## config.mk

```make
export PLATFORM = sky130hd
export DESIGN_NAME = dmem_arbiter
export DESIGN_NICKNAME = d
export VERILOG_FILES = /design/src/rtl/dmem_arbiter.sv
export SDC_FILE = /design/constraint.sdc
export NUM_CORES = 1
export LEC_CHECK = 0
export CAP_MARGIN = 10
export CORE_AREA = 2 2 90 92
export CTS_CLUSTER_DIAMETER = 200
export DETAILED_ROUTE_END_ITERATION = 8
export DIE_AREA = 0 0 92 94
export PLACE_DENSITY_LB_ADDON = 0.25
export SKIP_LAST_GASP = 1
export SLEW_MARGIN = 0
export SYNTH_ARGS = -nofsm -noshare
export SYNTH_HDL_FRONTEND = slang
export SYNTH_SLANG_ARGS = --single-unit
```

## constraint.sdc

```tcl
create_clock -name CLK -period 1.85 [get_ports CLK]
set_clock_uncertainty 0.1 [all_clocks]
set_input_delay 0.2775 -clock CLK [delete_from_list [all_inputs] [get_ports CLK]]
set_output_delay 0.2775 -clock CLK [all_outputs]
set_load 0.05 [all_outputs]
```

## src/rtl/dmem_arbiter.sv

```systemverilog
// dmem_arbiter: shares one single-port synchronous data RAM between the core (port 0) and a loader/DMA (port 1).
// Optional build macro DMEM_ARB_RR_EN selects round-robin conflict resolution instead of port-0 priority with starvation bound.
module dmem_arbiter #(
   parameter int AW         = 10,
   parameter int DW         = 32,
   parameter int STARVE_MAX = 4
) (
   input  logic          CLK,
   input  logic          RESET,
   input  logic          m0_req,
   input  logic          m0_we,
   input  logic [AW-1:0] m0_addr,
   input  logic [DW-1:0] m0_wdata,
   output logic          m0_gnt,
   output logic          m0_rvalid,
   output logic [DW-1:0] m0_rdata,
   input  logic          m1_req,
   input  logic          m1_we,
   input  logic [AW-1:0] m1_addr,
   input  logic [DW-1:0] m1_wdata,
   output logic          m1_gnt,
   output logic          m1_rvalid,
   output logic [DW-1:0] m1_rdata,
   output logic [AW-1:0] mem_addr,
   output logic [DW-1:0] mem_wdata,
   output logic          mem_we,
   input  logic [DW-1:0] mem_rdata
);
   logic       p1_prio;
   logic [1:0] rd_owner;
`ifdef DMEM_ARB_RR_EN
   logic last_winner;
   // conflict winner alternates; last_winner starts at port 1 so port 0 takes the first conflict
   always_ff @(posedge CLK)
      if (RESET) last_winner <= 1'b1;
      else if (m0_req && m1_req) last_winner <= m1_gnt;
   assign p1_prio = !last_winner;
`else
   localparam logic [3:0] SMAX = 4'(STARVE_MAX);
   logic [3:0] starve_cnt;
   // counts consecutive denied port 1 cycles, saturating at the starvation bound
   always_ff @(posedge CLK)
      if (RESET || !m1_req || m1_gnt) starve_cnt <= '0;
      else if (starve_cnt != SMAX) starve_cnt <= starve_cnt + 4'd1;
   assign p1_prio = starve_cnt == SMAX;
`endif
   // grant and RAM mux; no grant at all while reset is held
   always_comb begin
      m1_gnt    = !RESET && m1_req && (!m0_req || p1_prio);
      m0_gnt    = !RESET && m0_req && !m1_gnt;
      mem_addr  = m1_gnt ? m1_addr : m0_addr;
      mem_wdata = m1_gnt ? m1_wdata : m0_wdata;
      mem_we    = (m0_gnt && m0_we) || (m1_gnt && m1_we);
   end
   // remember which port owns the read data arriving next cycle
   always_ff @(posedge CLK)
      rd_owner <= RESET ? 2'b00 : {m1_gnt && !m1_we, m0_gnt && !m0_we};
   assign m0_rvalid = rd_owner[0];
   assign m1_rvalid = rd_owner[1];
   assign m0_rdata  = mem_rdata;
   assign m1_rdata  = mem_rdata;
endmodule

```

==> impl_summary.log <==
INFO  metric critical_path.slowest_cell = dfxtp_2
INFO  metric antenna_violations_before_repair = 0
INFO  metric final_net_count = 353
INFO  metric area_delta_synth_final = 137.7%
INFO  metric report.final.setup_viol = 44
INFO  metric ys_warn_count = 0
INFO  metric most_frequent_standard_cell_in_the_layout_excluding_fill_and_tap_cells = clkdlybuf4s50_1
INFO  metric grt.overflow.total = 0
INFO  metric synth_cells = 138
INFO  metric report.final.slew_viol_count = 0
INFO  metric synth.area.top_cells = buf_4, mux2_2, dfxtp_1
INFO  metric core.rowCount = 32
INFO  metric proportion_of_layout_cells_with_a_drive_suffix_above_1 = 0.5242
INFO  metric timing.critical_path.fanout_max = 6
INFO  metric dp.final_hpwl = 3362 um
INFO  metric cts_made_buffers = 3
INFO  metric clock-sinks = 6
INFO  metric cts_max_path_buffers = 2
INFO  metric die_x = 92 um
INFO  metric crit_top_cell = buf_6
INFO  metric layout.core_utilization = 0.3952
INFO  metric critical_path_class = reg2out
INFO  metric h-tree-depth = 1
INFO  metric yosys_register_bits = 6
INFO  metric power.density = 409.0 nW/um^2
INFO  metric synth_area_leader_cell = buf_4
INFO  metric post-place-ws = -0.3935 ns
INFO  metric tritoncts = yes
INFO  metric chipHeight = 94 um
INFO  metric first_global_vias = 1164
INFO  metric synth_nets = 262
INFO  metric syn-cell-area = 1265 um^2
INFO  metric critical_path.endpoint_type = primary output
INFO  metric start_kind = flop
INFO  metric cp_cell_sequence = inv_2, ha_4, nand3b_1, a21oi_4, buf_6, clkbuf_16, mux2_4, buf_6
INFO  metric postRouteAntennaNets = 0
INFO  metric via_per_inst = 3.672
INFO  metric p_sw = 0.0004513 W
INFO  metric finalWirelength = 4625 um
INFO  metric timing_worst_slew_pin_value = 0.4938 ns
INFO  metric gate_family_responsible_for_the_most_delay_along_the_worst_path = buffers and inverters
INFO  metric clkTransAtPathRegs = 0.03 ns
INFO  metric layout_worst_path_cycle_share = 1.197
INFO  metric first_pass_grt_wire_length = 5796 um
INFO  metric most_used_cells_in_the_layout_excluding_fill_and_tap_cells = clkdlybuf4s50_1, mux2_4, buf_12, buf_6, buf_4
INFO  metric syn_avg_cell_area = 9.166 um^2
INFO  metric fin_area = 3007 um^2
INFO  metric gr-usage-all-layers = 0.08417
INFO  metric largest_net_degree_at_the_start_of_global_routing = 22
INFO  metric quantity_of_hold_fixing_buffers_added_after_cts = 0
INFO  metric power.switching_fraction = 0.3670
INFO  metric worst-endpoint-required = 1.47 ns
INFO  metric floorplan.initialDensity = 0.1663
INFO  metric failed_checks = setup timing
INFO  metric final_weighted_congestion_of_routability_driven_global_placement = 0.6337
INFO  metric status = finished, violations left
INFO  metric intPower = 0.0007784 W
INFO  metric power.total = 0.001230 W
INFO  metric leakagePower = 1.282 nW
INFO  metric slew_headroom = 0.6698
INFO  metric critical_path.n_buffers_inverters = 4
INFO  metric vdd_ir_drop_max = 0.0002999 V
INFO  metric post-synth-top-area-fraction = 0.3917
INFO  metric rsz0062_at_grt = true
INFO  metric max_stage_delay = 0.31 ns
INFO  metric root_buffer = clkbuf_8
INFO  metric placeableCoreArea = 7607 um^2
INFO  metric detail_route.drc_violations = 0
INFO  metric pwr-share-seq = 0.109
INFO  metric synth-seq-area-share = 0.09496
INFO  metric drt_first_pass_iters = 3
INFO  metric hold_class = reg2reg
INFO  metric design.die.area = 8648 um^2
INFO  metric antenna-diode-count = 0
INFO  metric synth_cell_type_count = 19
INFO  metric drt_iter0_drc = 14
INFO  metric min_period = 2.214 ns
INFO  metric detailed_route_via_count = 1208
INFO  metric finalHoldViolCount = 0
INFO  metric wire_per_inst = 14.06 um
INFO  metric portBuffers = 136
INFO  metric cp_data_arrival_time = 1.84 ns
INFO  metric placement.cell_area = 2643 um^2
INFO  metric clock_power_share = 0.157
INFO  metric clk-insertion-delay-late = 0.22 ns
INFO  metric fmaxAchievable = 0.4518 GHz
INFO  metric p_comb_frac = 0.734
INFO  metric final_critical_path_setup_slack = -0.3635 ns
INFO  metric pin_count = 233
INFO  metric max_cap_viol_count = 0
## area by class of cell
class | count | area [um^2]
fillers | 724 | 4601
repair buffers | 154 | 1891
multi-input cells | 61 | 813.3
well taps | 102 | 127.6
flip-flops and latches | 6 | 122.6
clock buffers | 3 | 41.29
inverters | 3 | 11.26
## cell families after synthesis
kind of cell    count (synthesis)  share of synthesized area
buf+inv                        71                     0.4184
mux                            42                     0.3739
simple gates                   12                    0.05539
flops                           6                    0.09496
compound gates                  3                    0.02374
xor+xnor                        2                    0.01385
fa+ha+maj                       2                    0.01978
## sequential cells by signal, summed over array words and instances, names as in the netlist
signal      cells
starve_cnt      4
rd_owner        2
## cell usage after synthesis
cell	instances
a21oi_4	1
nand3_1	1
or3b_2	1
nand2b_1	2
ha_1	2
mux2_1	3
xnor2_1	1
dfxtp_1	6
xor2_1	1
inv_1	3
nor2_1	4
mux2_2	39
nor2b_1	2
a22o_1	1
nand3b_1	1
and3b_1	1
buf_6	2
buf_4	66
a21oi_1	1
## final timing paths
kind | start | to | slack, ns | depth (start not counted)
worst max-delay path | starve_cnt[1] | mem_wdata[19] | -0.36 | 8
worst min-delay path | starve_cnt[0] | starve_cnt[0] | 0.41 | 2
worst max register to register | starve_cnt[1] | starve_cnt[2] | 0.29 | 5
worst min register to register | starve_cnt[0] | starve_cnt[0] | 0.41 | 2
## power by group through the flow
stage	combinational (W)	clock (W)	sequential (W)
floorplan	0.000779	0	0.000142
global placement	0.000821	0	0.000136
detailed placement	0.000823	0	0.000136
CTS	0.000837	0.000198	0.000134
global route	0.000935	0.000204	0.000134
finish	0.000902	0.000193	0.000134
## tightest hold or removal path, cell delays in order (launching register included)
cell	delay [ns]
dfxtp_2	0.32
buf_4	0.11
nor2_1	0.04
## per-stage QoR
stage | hold WS, ns | setup TNS (ns) | instances
after floorplan | 0.2491 | -1.404 | 138
after global placement | 0.4016 | -14.07 | 316
after global routing | 0.4400 | -17.22 | 329
final | 0.4081 | -14.87 | 329
after detailed placement | 0.4060 | -14.55 | 316
after CTS | 0.4116 | -15.26 | 322
## layer usage
layer  vias to the layer above  part of all wire  GRT usage
met4                         0            0.0099    0.02861
li1                        575                 -          -
met3                         7              0.11    0.03451
met2                        98              0.48     0.1483
met5                         -                 0          0
met1                       528              0.41    0.09144
## repair_timing
item | in CTS | in global routing
pin swaps | 0 | 2
buffers inserted | 2 | 2
gates cloned | 1 | 5
setup endpoints to repair | 44 | 44
gates resized for setup | 2 | 39
Power figures use the tool's default switching activity.
